**src/rtl/rf_write_arbiter.sv**
```systemverilog
// Register-file write arbiter: three writeback requesters share the two
// write ports of the register file. Requesters 0/1 each need one port;
// requester 2 needs both unless its two destinations alias, in which case
// only data_b is written through one port. Rotating priority with a
// starvation override; port drive is registered one cycle after transfer.
//
// Arbiter state (rotating priority pointer ptr_q)
//   ptr | meaning
//   0   | order s0, s1, s2
//   1   | order s1, s2, s0
//   2   | order s2, s0, s1
module rf_write_arbiter #(
   parameter int DW = 16,
   parameter int AW = 4
) (
   input  logic          clk,
   input  logic          rst,
   input  logic          s0_valid,
   output logic          s0_ready,
   input  logic [AW-1:0] s0_addr,
   input  logic [DW-1:0] s0_data,
   input  logic          s1_valid,
   output logic          s1_ready,
   input  logic [AW-1:0] s1_addr,
   input  logic [DW-1:0] s1_data,
   input  logic          s2_valid,
   output logic          s2_ready,
   input  logic [AW-1:0] s2_addr_a,
   input  logic [AW-1:0] s2_addr_b,
   input  logic [DW-1:0] s2_data_a,
   input  logic [DW-1:0] s2_data_b,
   output logic          reg_write,
   output logic          write_op2,
   output logic [AW-1:0] write_reg1,
   output logic [AW-1:0] write_reg2,
   output logic [DW-1:0] write_data1,
   output logic [DW-1:0] write_data2
);

   logic [1:0]      ptr_q;
   logic [2:0][1:0] wcnt_q;
   logic [2:0][1:0] base_ord;
   logic [2:0][1:0] ord;
   logic            ovr;
   logic [1:0]      ovr_idx;

   logic [2:0]      grant;
   logic [1:0]      nslot;
   logic            any_grant;
   logic [1:0]      first_idx;
   logic [AW-1:0]   p1_addr;
   logic [AW-1:0]   p2_addr;
   logic [DW-1:0]   p1_data;
   logic [DW-1:0]   p2_data;

   logic [1:0]      r;
   logic            rv;
   logic            dual;
   logic            fits;
   logic            conflict;
   logic [AW-1:0]   ra;
   logic [AW-1:0]   rb;
   logic [DW-1:0]   rda;
   logic [DW-1:0]   rdb;

   logic [2:0]      vld;

   function automatic logic [1:0] inc3(input logic [1:0] x);
      return (x == 2'd2) ? 2'd0 : x + 2'd1;
   endfunction

   assign vld = {s2_valid, s1_valid, s0_valid};

   // Priority order: rotation from ptr, with the lowest-index starved
   // requester pulled to the head and the others keeping their order.
   always_comb begin
      base_ord[0] = ptr_q;
      base_ord[1] = inc3(ptr_q);
      base_ord[2] = inc3(base_ord[1]);
      ord     = base_ord;
      ovr     = 1'b0;
      ovr_idx = 2'd0;
      if (wcnt_q[0] == 2'd3) begin
         ovr     = 1'b1;
         ovr_idx = 2'd0;
      end else if (wcnt_q[1] == 2'd3) begin
         ovr     = 1'b1;
         ovr_idx = 2'd1;
      end else if (wcnt_q[2] == 2'd3) begin
         ovr     = 1'b1;
         ovr_idx = 2'd2;
      end
      if (ovr) begin
         if (base_ord[1] == ovr_idx) begin
            ord[0] = ovr_idx;
            ord[1] = base_ord[0];
            ord[2] = base_ord[2];
         end else if (base_ord[2] == ovr_idx) begin
            ord[0] = ovr_idx;
            ord[1] = base_ord[0];
            ord[2] = base_ord[1];
         end
      end
   end

   // Single greedy pass over the order: grant when the slot need fits and
   // no destination collides with one already granted; no backtracking.
   always_comb begin
      grant     = 3'b000;
      nslot     = 2'd0;
      any_grant = 1'b0;
      first_idx = 2'd0;
      p1_addr   = '0;
      p2_addr   = '0;
      p1_data   = '0;
      p2_data   = '0;
      r         = 2'd0;
      rv        = 1'b0;
      dual      = 1'b0;
      fits      = 1'b0;
      conflict  = 1'b0;
      ra        = '0;
      rb        = '0;
      rda       = '0;
      rdb       = '0;
      for (int p = 0; p < 3; p++) begin
         r = ord[p];
         case (r)
            2'd0: begin
               rv   = s0_valid;
               ra   = s0_addr;
               rb   = s0_addr;
               rda  = s0_data;
               rdb  = s0_data;
               dual = 1'b0;
            end
            2'd1: begin
               rv   = s1_valid;
               ra   = s1_addr;
               rb   = s1_addr;
               rda  = s1_data;
               rdb  = s1_data;
               dual = 1'b0;
            end
            default: begin
               rv   = s2_valid;
               ra   = s2_addr_a;
               rb   = s2_addr_b;
               rda  = s2_data_a;
               rdb  = s2_data_b;
               dual = (s2_addr_a != s2_addr_b);
            end
         endcase
         // A dual write only fits into an empty cycle, so only single
         // writes can collide with an earlier grant.
         fits     = dual ? (nslot == 2'd0) : (nslot != 2'd2);
         conflict = (nslot == 2'd1) && (p1_addr == rb);
         if (rv && fits && !conflict) begin
            grant[r] = 1'b1;
            if (!any_grant) begin
               first_idx = r;
            end
            any_grant = 1'b1;
            if (dual) begin
               p1_addr = ra;
               p1_data = rda;
               p2_addr = rb;
               p2_data = rdb;
               nslot   = 2'd2;
            end else if (nslot == 2'd0) begin
               p1_addr = rb;
               p1_data = rdb;
               nslot   = 2'd1;
            end else begin
               p2_addr = rb;
               p2_data = rdb;
               nslot   = 2'd2;
            end
         end
      end
   end

   assign s0_ready = grant[0] & rst;
   assign s1_ready = grant[1] & rst;
   assign s2_ready = grant[2] & rst;

   // Register the write-port drive, priority pointer and wait counters.
   always_ff @(posedge clk or negedge rst) begin
      if (!rst) begin
         reg_write   <= 1'b0;
         write_op2   <= 1'b0;
         write_reg1  <= '0;
         write_reg2  <= '0;
         write_data1 <= '0;
         write_data2 <= '0;
         ptr_q       <= 2'd0;
         wcnt_q      <= '0;
      end else begin
         reg_write <= any_grant;
         write_op2 <= (nslot == 2'd2);
         if (nslot != 2'd0) begin
            write_reg1  <= p1_addr;
            write_data1 <= p1_data;
         end
         if (nslot == 2'd2) begin
            write_reg2  <= p2_addr;
            write_data2 <= p2_data;
         end
         if (any_grant) begin
            ptr_q <= inc3(first_idx);
         end
         for (int i = 0; i < 3; i++) begin
            if (grant[i] || !vld[i]) begin
               wcnt_q[i] <= 2'd0;
            end else if (wcnt_q[i] != 2'd3) begin
               wcnt_q[i] <= wcnt_q[i] + 2'd1;
            end
         end
      end
   end

endmodule
```
**config.mk**
```make
export PLATFORM = sky130hd
export DESIGN_NAME = rf_write_arbiter
export DESIGN_NICKNAME = d
export VERILOG_FILES = /design/src/rtl/rf_write_arbiter.sv
export SDC_FILE = /design/constraint.sdc
export NUM_CORES = 1
export LEC_CHECK = 0
export ABC_AREA = 1
export CORE_MARGIN = 3
export CORE_UTILIZATION = 40
export CTS_BUF_LIST = sky130_fd_sc_hd__clkbuf_4 sky130_fd_sc_hd__clkbuf_8
export DETAILED_ROUTE_END_ITERATION = 8
export PLACE_DENSITY_LB_ADDON = 0.12
export REMOVE_ABC_BUFFERS = 1
export SLEW_MARGIN = 20
export SYNTH_ARGS = -nofsm -noshare
export SYNTH_HDL_FRONTEND = slang
export SYNTH_SLANG_ARGS = --single-unit
export TNS_END_PERCENT = 100
```
**constraint.sdc**
```tcl
create_clock -name clk -period 10.59 [get_ports clk]
set_clock_uncertainty 0.05 [all_clocks]
set_input_delay 2.118 -clock clk [delete_from_list [all_inputs] [get_ports clk]]
set_output_delay 2.118 -clock clk [all_outputs]
set_load 0.01 [all_outputs]
```
After elaboration in Yosys (flattened, before gate mapping)
Index checks and enable logic that the tools add are counted.
{"block": "classes", "n_bitwise": 5, "n_eq_ne": 22, "addsub": 6, "order_cmp": 6, "muxes": 95, "reduce_logical": 29}
{"op": "$mux W16", "n": 16}
{"op": "$pmux W16 S2", "n": 6}
{"op": "$mux W4", "n": 16}
{"op": "$mux W2", "n": 25}
{"op": "$pmux W4 S2", "n": 6}
{"op": "$mux W6", "n": 3}
{"op": "$eq A2 B2 Y1 const B", "n": 7}
{"op": "$mux W1", "n": 14}
{"op": "$add A2 B1 Y2 const B", "n": 6}
{"op": "$eq A2 B1 Y1 const B", "n": 5}
{"op": "$logic_not A2 Y1", "n": 5}
{"op": "$ne A2 B2 Y1 const B", "n": 5}
{"op": "$logic_and A1 B1 Y1", "n": 9}
{"op": "$lt A2 B3 Y1 const B", "n": 3}
{"op": "$mux W3", "n": 3}
{"op": "$eq A4 B4 Y1", "n": 2}
{"op": "$reduce_bool A2 Y1", "n": 4}
{"op": "$demux W1 S2", "n": 3}
{"op": "$ge A2 B1 Y1 const B", "n": 3}
{"op": "$or A3 B3 Y3", "n": 2}
{"op": "$pmux W1 S2", "n": 3}
{"op": "$reduce_or A2 Y1", "n": 3}
{"op": "$logic_not A1 Y1", "n": 5}
{"op": "$eq A2 B2 Y1", "n": 2}
{"op": "3 further kinds", "n": 7}
{"block": "totals", "in_bits": 85, "output_inout_bits": 45, "wordCells": 173, "reg_bits": 50}

Depth between registers and ports, before layout
{"block": "depth", "ltp_word": 25, "ltp_mapped": 29, "mapped_depth_nobuf": 29}

Least setup slack after synthesis
OpenSTA, ideal clock, no wires.
{"block": "synth_path", "path_type": "input port to output port", "start": "input s2_addr_a[0]", "end": "output s1_ready", "t_required_ns": 8.422, "slack_ns": 3.993, "path_buffers": 1, "cell_stages": 21, "arrival_time_ns": 4.429, "path_cell_list": "or2_2 a21oi_1 nand4_1 buf_2 nand2_1 nand2_1 inv_1 nand3_1 nor2_1 nand2_2 nand2_4 inv_2 nand2_1 nand2_2 inv_2 nand2_1 a21oi_2 nand2_2 inv_4 nand2_1 a21oi_1"}
{"block": "synth_via", "elab_chain_cells": 15, "elab_cells_between_ends": 38}
{"item": "start, declared", "line": "28", "rtl": "input logic [AW-1:0] s2_addr_a,"}
{"item": "$ne A4 B4 Y1", "line": "151", "rtl": "dual = (s2_addr_a != s2_addr_b);"}
{"item": "$mux W1", "line": "128", "rtl": "case (r)"}
{"item": "$mux W2 or $mux W4 (tied branches)", "line": "164", "rtl": "if (dual) begin"}
{"item": "$mux W2 or $mux W4 (tied branches)", "line": "158", "rtl": "if (rv && fits && !conflict) begin"}
{"item": "$ne A2 B2 Y1, or another cell as far along", "line": "156", "rtl": "fits = dual ? (nslot == 2'd0) : (nslot != 2'd2);"}
{"item": "$mux W1 or $logic_and A1 B1 Y1 (tied branches)", "line": "156, 157"}
{"item": "$logic_and A1 B1 Y1 or $logic_not A1 Y1 (tied branches)", "line": "158"}
{"item": "$logic_and A1 B1 Y1", "line": "158"}
{"item": "$mux W2 or $mux W4 (tied branches)", "line": "158"}
{"item": "$ne A2 B2 Y1, or another cell as far along", "line": "156"}
{"item": "$mux W1 or $logic_and A1 B1 Y1 (tied branches)", "line": "156, 157"}
{"item": "$logic_and A1 B1 Y1 or $logic_not A1 Y1 (tied branches)", "line": "158"}
{"item": "$logic_and A1 B1 Y1", "line": "158"}
{"item": "$mux W3 (*)", "line": "158"}
{"item": "$and A1 B1 Y1 (*)", "line": "184", "rtl": "assign s1_ready = grant[1] & rst;"}
{"item": "end, declared", "line": "23", "rtl": "output logic s1_ready,"}
Mark *: on every way between the ends. The rest lies on a longest branch, timed or not.

Final worst setup path
{"block": "layout_path", "start": "input s2_addr_b[0]", "end": "output s2_ready"}
{"block": "layout_via", "elab_chain_cells": 15, "elab_cells_between_ends": 39}
{"item": "start, declared", "line": "29", "rtl": "input logic [AW-1:0] s2_addr_b,"}
{"item": "$ne A4 B4 Y1", "line": "151"}
{"item": "$mux W1", "line": "128"}
{"item": "$mux W2 or $mux W4 (tied branches)", "line": "164"}
{"item": "$mux W2 or $mux W4 (tied branches)", "line": "158"}
{"item": "$ne A2 B2 Y1, or another cell as far along", "line": "156"}
{"item": "$mux W1 or $logic_and A1 B1 Y1 (tied branches)", "line": "156, 157"}
{"item": "$logic_and A1 B1 Y1 or $logic_not A1 Y1 (tied branches)", "line": "158"}
{"item": "$logic_and A1 B1 Y1", "line": "158"}
{"item": "$mux W2 or $mux W4 (tied branches)", "line": "158"}
{"item": "$ne A2 B2 Y1, or another cell as far along", "line": "156"}
{"item": "$mux W1 or $logic_and A1 B1 Y1 (tied branches)", "line": "156, 157"}
{"item": "$logic_and A1 B1 Y1 or $logic_not A1 Y1 (tied branches)", "line": "158"}
{"item": "$logic_and A1 B1 Y1", "line": "158"}
{"item": "$mux W3 (*)", "line": "158"}
{"item": "$and A1 B1 Y1 (*)", "line": "185", "rtl": "assign s2_ready = grant[2] & rst;"}
{"item": "end, declared", "line": "27", "rtl": "output logic s2_ready,"}
Marked as above.

==> results.cfg <==
[status]
status = completed

[clocking]
clk_path_buf_depth = 2
cts_tree = built
clk_pin_slew_ps = 90
cts_buffers = 5
postCtsHoldBufs = 0
cts-root-buf = clkbuf_8
cts.sinks = 50
h-tree-depth = 2
clkLatencyLatePin_ps = 330
cts_resized = 0
postCtsSetupBuffers = 0

[critical_path]
crit_type = in -> out
path_cells = clkdlybuf4s50_1 > or2_2 > a21oi_1 > nand4_1 > nand2_1 > nand2_1 > a21oi_2 > nand2_4 > inv_2 > nand2_1 > nand2_2 > nor2_2 > a21oi_2 > nand2_2 > inv_4 > nand2_1 > a21oi_1 > clkdlybuf4s50_1
r2r-start = wcnt_q[2]
critPathMaxStageDelay_ps = 800
path_max_fanout = 24
crit_path_end_kind = primary output
crit_path_frequent_cell = nand2_1
worstSetupStartpoint = s2_addr_b[0]
crit_slowest_cell = nand2_1
start_kind = primary input
cp.arrival_ps = 7100
required_ps = 8420

[route]
drt_iter0_markers = 784
dr.pass1.iters = 5
drt-total-wl_um = 20900
ant_nets = 0
avgRoutedWirePerCell_um = 18.2
drc = 0
vias_per_cell = 5.76
vias = 6603

[finish]
area_delta_synth_final_pct = 26.6
drive_above_1_share_pct = 5.44
num-nets-final = 1061
fillers = 1327
multi_input_area_mm2 = 0.00338
n_antenna_cell = 0
area.sequential_mm2 = 0.00125

[sta]
rsz0062_at_grt = no
fin_crit_ps = 9270
finalWorstSetupSlack_ps = 1320
setup_viol = 0
slew_headroom_pct = 34.7
slew_viol_final = 0
fmax_ghz = 0.108
finalSetupTns_ps = 0
hold_viol = 0
tightest_slew_ps = 979
min_period_over_period_pct = 87.5

[grt]
antenna_found_initial = 0
grt_pass1_vias = 6134
grt_pass1_wl_um = 32300
grt_max_degree = 52
gr-total-overflow = 0
grtUsageTotal_pct = 27.5

[place]
gp_congestion = 0.964
post-place-ws_ps = 1380
place_hpwl_um = 13600
portBuffers = 129

[synth]
ys_ff_latch = 50
synthAdderAreaFrac_pct = 0.696
muxShareOfSynthArea_pct = 1.11
ys.flop_type = dfrtp_1
synth_simple_gate_area_share_pct = 28.9
avgSynthCellArea_um2 = 6.13
synth_cells = 879
synth_edf_count = 0
ys_top_cells_by_count = 214 x nand2_1, 123 x inv_1, 98 x o21ai_0
synth_compound_area_share_pct = 31.5
synth_xor_xnor_area_share_pct = 0.650
seq_area_frac_synth_pct = 23.2
synth_cell_types = 39
yosysTopAreaCell = dfrtp_1
synth_most_common_cell = nand2_1
synth_top_family_by_area = compound AO/OA/AOI/OAI gates
async_flop_share_pct = 100
yosysWarnings = 0
synthTopCellsByArea = dfrtp_1 23%, nand2_1 15%, o21ai_0 9.1%
synth_top_area_share_pct = 23.2
netlist_area_mm2 = 0.00539

[hold_path]
hold_start = wcnt_q[0]
hold_class = reg -> reg

[flow_run]
maxCapViolations = 0

[floorplan]
initial_core_util_pct = 41.9
design.core.area_mm2 = 0.0129
ios = 130
die_w_um = 122
die_area_mm2 = 0.0149
row_count = 41
die_h_um = 122
-- state kept, by name (all words and copies together), names as in the netlist --
name,flops
write_data2,16
reg_write,1
write_reg2,4
ptr_q,2
write_reg1,4
write_op2,1
wcnt_q,6
write_data1,16
-- final cells by class --
| type | count | area share [%] |
|---|---|---|
| Sequential cell | 50 | 18.3 |
| Tap cell | 172 | 3.15 |
| Timing Repair Buffer | 135 | 19.5 |
| Multi-Input combinational cell | 649 | 49.6 |
| Clock inverter | 2 | 0.880 |
| Clock buffer | 6 | 1.21 |
| Inverter | 132 | 7.30 |
-- cell usage in the layout, fill, tap and decap left out, types with 10 or more instances in the layout --
cell / n
clkdlybuf4s50_1: 128
nand2_1: 214
o21bai_1: 37
nor2_1: 44
o21ai_0: 98
inv_1: 123
nand3_1: 59
a21oi_1: 50
dfrtp_1: 50
nand4_1: 10
o211ai_1: 13
o22ai_1: 64
-- worst max-delay path, delay by kind of cell --
kind                   cells  cell delay, ps
AO/OA/AOI/OAI              4             880
buffers and inverters      4            1630
AND/OR/NAND/NOR           10            2460
-- per-layer routing --
metal	share of wire (%)	global-route usage, %	vias up
met3	11	5.06	45
met1	44	39.1	3000
met4	2.6	8.82	0
met2	43	42.0	404
li1	-	-	3154
met5	0	0	-
-- per-stage QoR --
stage,area (um2),hold slack [ps],instances,util [%]
2_1_floorplan,5130,359,831,-
3_3_place_gp,6680,380,1138,51.9
3_5_place_dp,6680,381,1138,51.9
4_1_cts,6820,394,1146,53.0
5_1_grt,6820,415,1146,53.0
6_report,6820,397,1146,53.0
-- worst paths after layout --
| kind | slack (ps) | end | cells after the start |
|---|---|---|---|
| setup / recovery | 1320 | s2_ready | 18 |
| hold / removal | 400 | wcnt_q[0] | 1 |
| setup reg to reg | 4930 | write_data2[11] | 21 |
| hold reg to reg | 400 | wcnt_q[0] | 1 |
| max in group asynchronous | 8200 | write_data2[10] | 2 |
| min in group asynchronous | 1850 | write_data1[7] | 2 |
-- kinds of logic after synthesis --
logic type	Yosys count
DFF	50
and+or+nand+nor	353
adders and majority gates	3
AOI/OAI and AO/OA	283
muxes	6
buffers and inverters	180
xor gates and xnor gates	4
Power is left out: the tool's default activity adds up to more than one toggle a clock period on the data nets, which glitch-free logic cannot reach.
